==> config.mk <==
export PLATFORM = sky130hd
export DESIGN_NAME = align_shifter_pipe
export DESIGN_NICKNAME = d
export VERILOG_FILES = /design/src/rtl/align_shifter_pipe.sv
export SDC_FILE = /design/constraint.sdc
export NUM_CORES = 1
export LEC_CHECK = 0
export ABC_AREA = 1
export CORE_MARGIN = 2
export CORE_UTILIZATION = 40
export DETAILED_ROUTE_END_ITERATION = 10
export MAX_ROUTING_LAYER = met4
export PLACE_DENSITY_LB_ADDON = 0.3
export SYNTH_ARGS = -nofsm -noshare
export SYNTH_HDL_FRONTEND = slang
export SYNTH_SLANG_ARGS = --single-unit
export TNS_END_PERCENT = 30
==> constraint.sdc <==
create_clock -name clk -period 2.7 [get_ports clk]
set_clock_uncertainty 0.05 [all_clocks]
set_input_delay 0.54 -clock clk [delete_from_list [all_inputs] [get_ports clk]]
set_output_delay 0.54 -clock clk [all_outputs]
set_load 0.01 [all_outputs]
==> src/rtl/align_shifter_pipe.sv <==
// align_shifter_pipe
//
// Pipelined mantissa alignment shifter. The left-justified mantissa is placed
// in an OUT_W-bit frame and arithmetic-right-shifted by in_shift, with vacated
// high bits filled by in_sig. Shifts of OUT_W or more saturate to all in_sig.
// A zero mantissa always yields a zero result with out_zero set. The SH_W
// binary shift levels are spread over STAGES registered stages, the first
// ceil(SH_W/STAGES) levels in stage 0 and so on. Valid/ready on both sides.
//
// Optional feature macro: ALIGN_SHIFTER_STICKY_EN
//   defined     : sticky logic and per-stage sticky registers are built;
//                 out_sticky is the OR of all 1-bits shifted below bit 0.
//   not defined : out_sticky is tied to 0, no sticky registers exist.
//
// Ports:
//   clk        clock, rising edge
//   rst        asynchronous active-high reset
//   in_valid   input transaction present
//   in_ready   block accepts input this cycle (independent of in_valid)
//   in_data    IN_W-bit mantissa, left-justified into the output frame
//   in_shift   SH_W-bit right-shift amount
//   in_sig     fill value for vacated high bits
//   out_valid  result present
//   out_ready  consumer accepts result this cycle
//   out_data   OUT_W-bit shifted result, held while stalled
//   out_sticky OR of bits shifted past the LSB
//   out_zero   in_data was all zeros

module align_shifter_pipe #(
    parameter int IN_W   = 25,
    parameter int OUT_W  = 49,
    parameter int SH_W   = 6,
    parameter int STAGES = 2
) (
    input  logic              clk,
    input  logic              rst,
    input  logic              in_valid,
    output logic              in_ready,
    input  logic [IN_W-1:0]   in_data,
    input  logic [SH_W-1:0]   in_shift,
    input  logic              in_sig,
    output logic              out_valid,
    input  logic              out_ready,
    output logic [OUT_W-1:0]  out_data,
    output logic              out_sticky,
    output logic              out_zero
);

    localparam int LPS   = (SH_W + STAGES - 1) / STAGES;
    localparam int SHR_N = (STAGES > 1) ? STAGES - 1 : 1;

    // Apply shift levels [lo, hi) of sh to d, filling with s. A level whose
    // weight reaches OUT_W shifts everything out and leaves all-fill.
    function automatic logic [OUT_W-1:0] shr_levels(
        input logic [OUT_W-1:0] d,
        input logic             s,
        input logic [SH_W-1:0]  sh,
        input int               lo,
        input int               hi
    );
        logic [OUT_W-1:0] r;
        logic [OUT_W-1:0] ones;
        r    = d;
        ones = '1;
        for (int j = 0; j < SH_W; j++) begin
            if (j >= lo && j < hi && sh[j]) begin
                r = (r >> (2**j)) | (s ? ~(ones >> (2**j)) : '0);
            end
        end
        return r;
    endfunction

`ifdef ALIGN_SHIFTER_STICKY_EN
    // OR of the bits each level in [lo, hi) pushes below bit 0. Fill bits can
    // only fall off the bottom when the total shift exceeds OUT_W, and then
    // the non-zero mantissa already forces sticky high, so no masking needed.
    function automatic logic sticky_levels(
        input logic [OUT_W-1:0] d,
        input logic             s,
        input logic [SH_W-1:0]  sh,
        input int               lo,
        input int               hi
    );
        logic [OUT_W-1:0] r;
        logic [OUT_W-1:0] ones;
        logic             stk;
        r    = d;
        ones = '1;
        stk  = 1'b0;
        for (int j = 0; j < SH_W; j++) begin
            if (j >= lo && j < hi && sh[j]) begin
                stk = stk | (|(r & ~(ones << (2**j))));
                r   = (r >> (2**j)) | (s ? ~(ones >> (2**j)) : '0);
            end
        end
        return stk;
    endfunction
`endif

    logic               v_s   [STAGES];
    logic [OUT_W-1:0]   dat_s [STAGES];
    logic               sig_s [STAGES];
    logic               zro_s [STAGES];
    logic [SH_W-1:0]    sh_s  [SHR_N];
`ifdef ALIGN_SHIFTER_STICKY_EN
    logic               stk_s [STAGES];
`endif

    logic [STAGES-1:0]  load;

    // A stage may load when it is empty or its content moves on this cycle.
    // Walk from the output back so each stage sees its successor's decision.
    always_comb begin
        logic nxt;
        load = '0;
        nxt  = out_ready;
        for (int k = STAGES - 1; k >= 0; k--) begin
            load[k] = !v_s[k] || nxt;
            nxt     = load[k];
        end
    end

    assign in_ready = load[0];

    for (genvar k = 0; k < STAGES; k++) begin : g_stage
        localparam int LO = k * LPS;
        localparam int HI = (LO + LPS > SH_W) ? SH_W : LO + LPS;

        logic              vin;
        logic [OUT_W-1:0]  src;
        logic              sig_src;
        logic              zro_src;
        logic [SH_W-1:0]   sh_src;
        logic [OUT_W-1:0]  dat_d;

        logic              v_q;
        logic [OUT_W-1:0]  dat_q;
        logic              sig_q;
        logic              zro_q;

        if (k == 0) begin : g_head
            logic is_zero;
            assign is_zero = (in_data == '0);
            assign vin     = in_valid;
            assign src     = {in_data, {(OUT_W-IN_W){1'b0}}};
            // Killing the fill for a zero mantissa keeps the whole path zero.
            assign sig_src = in_sig & ~is_zero;
            assign zro_src = is_zero;
            assign sh_src  = in_shift;
        end else begin : g_body
            assign vin     = v_s[k-1];
            assign src     = dat_s[k-1];
            assign sig_src = sig_s[k-1];
            assign zro_src = zro_s[k-1];
            assign sh_src  = sh_s[k-1];
        end

        assign dat_d = shr_levels(src, sig_src, sh_src, LO, HI);

        always_ff @(posedge clk or posedge rst) begin
            if (rst) begin
                v_q   <= 1'b0;
                dat_q <= '0;
                sig_q <= 1'b0;
                zro_q <= 1'b0;
            end else if (load[k]) begin
                v_q <= vin;
                if (vin) begin
                    dat_q <= dat_d;
                    sig_q <= sig_src;
                    zro_q <= zro_src;
                end
            end
        end

        assign v_s[k]   = v_q;
        assign dat_s[k] = dat_q;
        assign sig_s[k] = sig_q;
        assign zro_s[k] = zro_q;

        // The shift amount is only needed by later stages.
        if (k < STAGES - 1) begin : g_sh
            logic [SH_W-1:0] sh_q;
            always_ff @(posedge clk or posedge rst) begin
                if (rst) begin
                    sh_q <= '0;
                end else if (load[k] && vin) begin
                    sh_q <= sh_src;
                end
            end
            assign sh_s[k] = sh_q;
        end

`ifdef ALIGN_SHIFTER_STICKY_EN
        logic stk_src;
        logic stk_d;
        logic stk_q;
        if (k == 0) begin : g_stk_head
            assign stk_src = 1'b0;
        end else begin : g_stk_body
            assign stk_src = stk_s[k-1];
        end
        assign stk_d = stk_src | sticky_levels(src, sig_src, sh_src, LO, HI);
        always_ff @(posedge clk or posedge rst) begin
            if (rst) begin
                stk_q <= 1'b0;
            end else if (load[k] && vin) begin
                stk_q <= stk_d;
            end
        end
        assign stk_s[k] = stk_q;
`endif
    end

    assign out_valid = v_s[STAGES-1];
    assign out_data  = dat_s[STAGES-1];
    assign out_zero  = zro_s[STAGES-1];
`ifdef ALIGN_SHIFTER_STICKY_EN
    assign out_sticky = stk_s[STAGES-1];
`else
    assign out_sticky = 1'b0;
`endif

endmodule

==> results of run 1 <==
per-stage QoR:
stage | area [um2] | cells
6_report | 6540 | 915
3_5_place_dp | 6250 | 900
2_1_floorplan | 5350 | 668
4_1_cts | 6540 | 915
3_3_place_gp | 6250 | 900
5_1_grt | 6540 | 915
synthesized netlist by cell type (5+ instances only):
| library cell | number |
|---|---|
| mux2i_1 | 9 |
| o21ai_0 | 43 |
| inv_1 | 49 |
| buf_2 | 14 |
| o22ai_1 | 10 |
| nand2_1 | 213 |
| o21ai_1 | 54 |
| nor2_1 | 30 |
| buf_4 | 6 |
| a22oi_1 | 11 |
| o211ai_1 | 5 |
| buf_6 | 14 |
| dfrtp_1 | 89 |
| nand3_1 | 5 |
| clkbuf_1 | 6 |
| o221ai_2 | 22 |
| a21oi_1 | 35 |
| inv_2 | 14 |
how the worst max path moves through the flow:
stage / startpoint / to / slack (ns) / cells past startpoint
after detailed placement: out_ready / in_ready / 0.38 / 4
after global routing: out_ready / in_ready / 0.33 / 4
after CTS: out_ready / in_ready / 0.38 / 4
after floorplan: rst / g_stage[0].dat_q[17] / 1.07 / 1
final: out_ready / in_ready / 0.39 / 4
after global placement: out_ready / in_ready / 0.40 / 4
registers in the layout, indices dropped and copies added, names as in the netlist:
| register | count |
|---|---|
| g_stage.sig_q | 1 |
| out_zero | 1 |
| g_stage.v_q | 1 |
| g_stage.zro_q | 1 |
| out_data | 49 |
| g_stage.g_sh.sh_q | 3 |
| out_valid | 1 |
| g_stage.dat_q | 32 |
layout by cell type, fill, tap and decap left out, types with 3 or more instances in the layout:
cell and n:
o21ai_1 54, inv_4 4, inv_2 14, o21ai_2 4, nand2_4 3, o21ai_0 43
o22ai_1 10, a21oi_1 35, inv_1 48, nand3_1 5, o221ai_2 22, o211ai_2 3
nand2_1 213, a22oi_1 11, clkdlybuf4s50_1 87, mux2i_1 9, nor2_1 30, clkbuf_16 9
buf_4 8, o211ai_1 5, nand2_2 4, dfrtp_1 89
layer usage:
metal  global-route usage (%)  up-vias
met5                        -        -
met4                     11.0        0
met3                     2.09       35
met2                     34.7      155
met1                     29.2     2231
li1                         -     2352
where the power goes:
part / leakage (nW) / switching (W) / total (W) / internal [W]
sequential: 1.08 / 0.000279 / 0.00198 / 0.00170
combinational: 1.69 / 0.00109 / 0.00203 / 0.000933
clock: 0.148 / 0.000496 / 0.00126 / 0.000759
worst register-to-register path: cells and delay by family (launching register included):
family                 cells  cell delay [ns]
AOI/OAI and AO/OA          3             0.53
buffers and inverters      1             0.30
DFF                        1             0.71
muxes                      1             0.36
logic make-up after synthesis:
group,Yosys count,share of synthesized area [%]
AND/OR/NAND/NOR,267,21.4
AO/OA/AOI/OAI,192,24.3
buffers and inverters,109,10.7
flip-flops,89,41.6
multiplexers,10,1.94
other,1,0.0701
final cells by class:
class | instances | area, um2
multi-input combinational | 470 | 2550
inverter | 68 | 277
timing repair buffer | 97 | 971
sequential | 89 | 2230
clock inverter | 3 | 40.0
clock buffer | 12 | 256
fill | 1281 | 6600
tap | 176 | 220
==> flow_metrics.py, run 1 <==
metrics = {
    "synth": {
        "synth.largest_area_cell": "dfrtp_1",
        "syn_nets": 704,
        "synth_top_area_share_pct": 41.6,
        "avgSynthCellArea_um2": 8.01,
        "async_flop_share_pct": 100,
        "ys_dominant_reg_cell": "dfrtp_1",
        "synth-seq-area-share_pct": 41.6,
        "syn_inst": 668,
        "yosys-top-cells-area": "dfrtp_1, nand2_1, o221ai_2",
        "syn_area_mm2": 0.00535,
        "synth-warning-count": 0,
        "ys_ff_latch": 89,
        "synth_cell_types": 40,
        "synth_edf_count": 0,
    },
    "hold_path": {
        "whs_path_depth": 2,
        "min_to": "out_data[2]",
        "hold_path.class": "reg -> reg",
        "hp-start": "out_data[2]",
    },
    "sta": {
        "fin_crit_sh_pct": 85.5,
        "setup_ws_ns": 0.391,
        "fin_hold_ws_ns": 0.438,
        "slew_viol_final": 0,
        "max_freq_mhz": 433,
        "hold_viol_final": 0,
        "period_needed_ns": 2.31,
        "rsz0062_at_grt": "no",
        "tns_ns": 0,
        "maxSlewHeadroom_pct": 61.3,
        "worst_pin_slew_ns": 0.580,
        "setup_viol": 0,
    },
    "flow_run": {
        "cap_violations": 0,
    },
    "critical_path": {
        "path_delay_family": "buffers and inverters",
        "critPathSlowestCell": "clkdlybuf4s50_1",
        "arrival_ns": 1.72,
        "max_stage_delay_ns": 0.55,
        "cp_num_buf_inv": 3,
        "path_cells": "clkdlybuf4s50_1 > inv_1 > nand3_4 > clkdlybuf4s50_1",
        "crit_top_cell": "clkdlybuf4s50_1",
        "r2r_cells": 5,
        "cp-start-kind": "input port",
        "rr_startpoint": "g_stage[0].g_sh.sh_q[3]",
        "timing.rr.end": "out_data[4]",
        "crit_fanout": 3,
        "worstSetupPathType": "in -> out",
        "cp-end-kind": "output port",
        "crit_required_ns": 2.11,
        "r2r_setup_slack_ns": 0.64,
    },
    "power_and_ir_drop": {
        "finalPower_w": 0.00527,
        "peakVddDrop_mv": 0.357,
        "p_leak_nw": 2.92,
        "power_density_mw_per_mm2": 805,
    },
    "route": {
        "firstDrtPassIters": 5,
        "top_layer": "met4",
        "wl_met2_um": 6770,
        "first_iter_violations": 327,
        "wl_per_cell_um": 16.0,
        "drc_errors": 0,
        "finalWirelength_um": 14600,
        "via_per_inst": 5.22,
        "wl_met1_um": 6780,
        "ant_nets": 0,
        "vias": 4773,
        "dr_wl_met3_um": 554,
    },
    "global_routing": {
        "grt_first_pass_wirelength_um": 24300,
        "grt_usage_pct": 22.2,
        "antenna_found_initial": 0,
        "grt_max_degree": 90,
        "gr-total-overflow": 0,
        "grt_pass1_vias": 4667,
    },
    "die": {
        "core_mm2": 0.0131,
        "rows": 42,
        "dieArea_mm2": 0.0143,
        "die_h_um": 120,
        "io_pins": 89,
        "die_x_um": 120,
        "start_util_pct": 40.7,
    },
    "clocking": {
        "clockRootBuffer": "clkbuf_16",
        "max-clock-path-buffers": 2,
        "cts_setup_buffers": 0,
        "cts_inserted_buffers": 9,
        "cts_tree": "yes",
        "holdBufCountCts": 0,
        "ctsResizeCount": 0,
        "path_clk_slew_ns": 0.06,
        "cts.sinks": 89,
        "clk_latency_ns": 0.34,
        "htree_levels": 3,
    },
    "status": {
        "status": "finished clean",
    },
    "cells_and_area": {
        "final_util_pct": 49.8,
        "final_nets": 771,
        "drive_gt1_share_pct": 12.6,
        "n_antenna_cell": 0,
        "layout-area-overhead-vs-synth_pct": 22.3,
    },
    "placed_design": {
        "portBuffers": 87,
        "place.gp.congestion": 0.935,
        "post-dp-hpwl_um": 11200,
        "pre_cts_slack_ns": 0.380,
    },
}
No activity file was read; power rests on OpenSTA's default activity.
==> run 2: changes to the inputs <==
--- a/config.mk
+++ b/config.mk
@@ -14,4 +14,4 @@
 export SYNTH_ARGS = -nofsm -noshare
 export SYNTH_HDL_FRONTEND = slang
 export SYNTH_SLANG_ARGS = --single-unit
-export TNS_END_PERCENT = 30
+export TNS_END_PERCENT = 20
==> results of run 2 <==
Final layout, timing and power as in run 1 (identical DEF).
==> run 3: changes to the inputs <==
--- a/config.mk
+++ b/config.mk
@@ -6,7 +6,7 @@
 export NUM_CORES = 1
 export LEC_CHECK = 0
 export ABC_AREA = 1
-export CORE_MARGIN = 2
+export CORE_MARGIN = 5
 export CORE_UTILIZATION = 40
 export DETAILED_ROUTE_END_ITERATION = 10
 export MAX_ROUTING_LAYER = met4
==> constraint.sdc (replaced) <==
create_clock -name clk -period 2.7 [get_ports clk]
set_clock_uncertainty 0.05 [all_clocks]
set_input_delay 0.54 -clock clk [delete_from_list [all_inputs] [get_ports clk]]
set_output_delay 0.54 -clock clk [all_outputs]
set_load 0.02 [all_outputs]
==> run 3 against run 2 <==
  * Clock-buffer cell count decreased by 1
  * Sequential cell count unchanged
  * Global-route usage down 2.6 points
  * Highest routed layer unchanged
  * Largest cell class unchanged
  * Critical path type unchanged
  * Critical endpoint unchanged
==> flow_metrics.py, run 3 (synthesized netlist as in run 1, its figures left out) <==
metrics = {
    "clocking": {
        "htree_levels": 3,
        "cts_setup_buffers": 0,
        "clk_latency_ns": 0.34,
        "ctsResizeCount": 0,
        "holdBufCountCts": 0,
        "clockRootBuffer": "clkbuf_16",
        "path_clk_slew_ns": 0.06,
        "cts.sinks": 89,
        "max-clock-path-buffers": 2,
        "cts_tree": "yes",
        "cts_inserted_buffers": 9,
    },
    "critical_path": {
        "worstSetupPathType": "in -> out",
        "startpoint": "out_ready",
        "cp-end-kind": "output port",
        "path_cells": "clkdlybuf4s50_1 > inv_1 > nand3_4 > clkdlybuf4s50_1",
        "crit_fanout": 3,
        "cp_num_buf_inv": 3,
        "crit_required_ns": 2.11,
        "r2r_setup_slack_ns": 0.82,
        "rr_startpoint": "g_stage[0].g_sh.sh_q[3]",
        "critPathSlowestCell": "clkdlybuf4s50_1",
        "crit_top_cell": "clkdlybuf4s50_1",
        "cp-start-kind": "input port",
        "timing.rr.end": "out_data[10]",
        "max_stage_delay_ns": 0.62,
        "r2r_cells": 6,
        "arrival_ns": 1.79,
        "path_delay_family": "buffers and inverters",
    },
    "power_and_ir_drop": {
        "p_switching_w": 0.00210,
        "power_density_mw_per_mm2": 853,
        "power_frac_clock_pct": 24.1,
        "cellInternalPower_w": 0.00348,
        "seqPwrFrac_pct": 35.2,
        "p_leak_nw": 2.92,
        "switching_share_pct": 37.7,
        "pwr-share-comb_pct": 40.6,
        "peakVddDrop_mv": 0.381,
    },
    "sta": {
        "max_freq_mhz": 421,
        "worst_pin_slew_ns": 0.575,
        "fin_crit_sh_pct": 88.0,
        "hold_viol_final": 0,
        "tns_ns": 0,
        "setup_viol": 0,
        "period_needed_ns": 2.38,
        "slew_viol_final": 0,
        "maxSlewHeadroom_pct": 61.2,
        "rsz0062_at_grt": "no",
    },
    "hold_path": {
        "hold_path.class": "reg -> reg",
        "hp-start": "out_data[6]",
        "min_to": "out_data[6]",
        "whs_path_depth": 2,
    },
    "cells_and_area": {
        "final_util_pct": 49.6,
        "layout.cells.non_filler": 912,
        "final_nets": 769,
        "n_fill_cell": 1310,
        "multi_input_area_mm2": 0.00255,
        "layout-area-overhead-vs-synth_pct": 22.4,
        "n_antenna_cell": 0,
        "drive_gt1_share_pct": 12.4,
        "final_common_cell": "nand2_1",
        "layout_common_cells": "nand2_1, dfrtp_1, clkdlybuf4s50_1",
        "ff_latch_area_mm2": 0.00223,
        "largest_reg_flops": 49,
    },
    "route": {
        "via_per_inst": 5.18,
        "firstDrtPassIters": 5,
        "vias": 4727,
        "drc_errors": 0,
        "first_iter_violations": 274,
        "ant_nets": 0,
        "finalWirelength_um": 15200,
        "wl_per_cell_um": 16.6,
    },
    "die": {
        "die_x_um": 126,
        "rows": 42,
        "start_util_pct": 40.6,
        "die_h_um": 126,
        "dieArea_mm2": 0.0158,
        "core_mm2": 0.0132,
        "io_pins": 89,
    },
    "global_routing": {
        "grt_usage_pct": 19.7,
        "grt_pass1_vias": 4685,
        "gr-total-overflow": 0,
        "grt_first_pass_wirelength_um": 24500,
        "antenna_found_initial": 0,
        "grt_max_degree": 90,
    },
    "placed_design": {
        "place.gp.congestion": 0.922,
        "post-place-cells": 898,
        "post-dp-hpwl_um": 11700,
        "portBuffers": 87,
    },
    "status": {
        "status": "finished clean",
    },
    "flow_run": {
        "cap_violations": 0,
    },
}
-- run 3: cell types whose count changed in the layout (fill, tap and decap cells not counted), sizes merged --
cell / delta
buf: -2
bufinv: +1
clkbuf: -1
clkinv: -1
-- run 3: through the flow --
stage	setup WS [ns]	power (W)	cell area, um2	hold slack (ns)
2_1_floorplan	1.07	0.00331	5350	0.392
3_3_place_gp	0.312	0.00422	6230	0.424
3_5_place_dp	0.309	0.00426	6230	0.431
4_1_cts	0.311	0.00561	6550	0.446
5_1_grt	0.264	0.00589	6550	0.468
6_report	0.323	0.00559	6550	0.443
-- run 3: how the worst max path moves through the flow --
stage | endpoint | slack [ns] | cells after the start
floorplan | g_stage[0].dat_q[17] | 1.07 | 1
global placement | in_ready | 0.31 | 4
detailed placement | in_ready | 0.31 | 4
CTS | in_ready | 0.31 | 4
global route | in_ready | 0.26 | 4
finish | in_ready | 0.32 | 4
-- run 3: area by class of cell --
class | count | share of cell area, %
clock inverters | 3 | 0.994
flip-flops and latches | 89 | 34.0
well taps | 176 | 3.36
clock buffers | 11 | 3.86
inverters | 68 | 4.22
multi-input cells | 470 | 39.0
repair buffers | 95 | 14.6
-- run 3: worst register-to-register path, stage by stage (launching register included) --
cell and delay [ns]:
dfrtp_1 0.33, buf_4 0.37, inv_2 0.24, a21oi_1 0.30, o21ai_1 0.15, a21oi_1 0.24, o21ai_1 0.08
-- run 3: power groups by stage --
stage	Sequential (W)	Combinational, W	Clock [W]
CTS	0.00197	0.00228	0.00136
detailed placement	0.00199	0.00228	0
global placement	0.00197	0.00225	0
finish	0.00197	0.00227	0.00135
floorplan	0.00227	0.00105	0
global route	0.00201	0.00246	0.00142
-- run 3: metal layers --
layer	wire, um	up-vias	GRT usage (%)
met3	607	22	3.13
met2	7220	132	31.8
met5	0	-	-
li1	-	2347	-
met1	6970	2226	25.3
met4	369	0	6.63
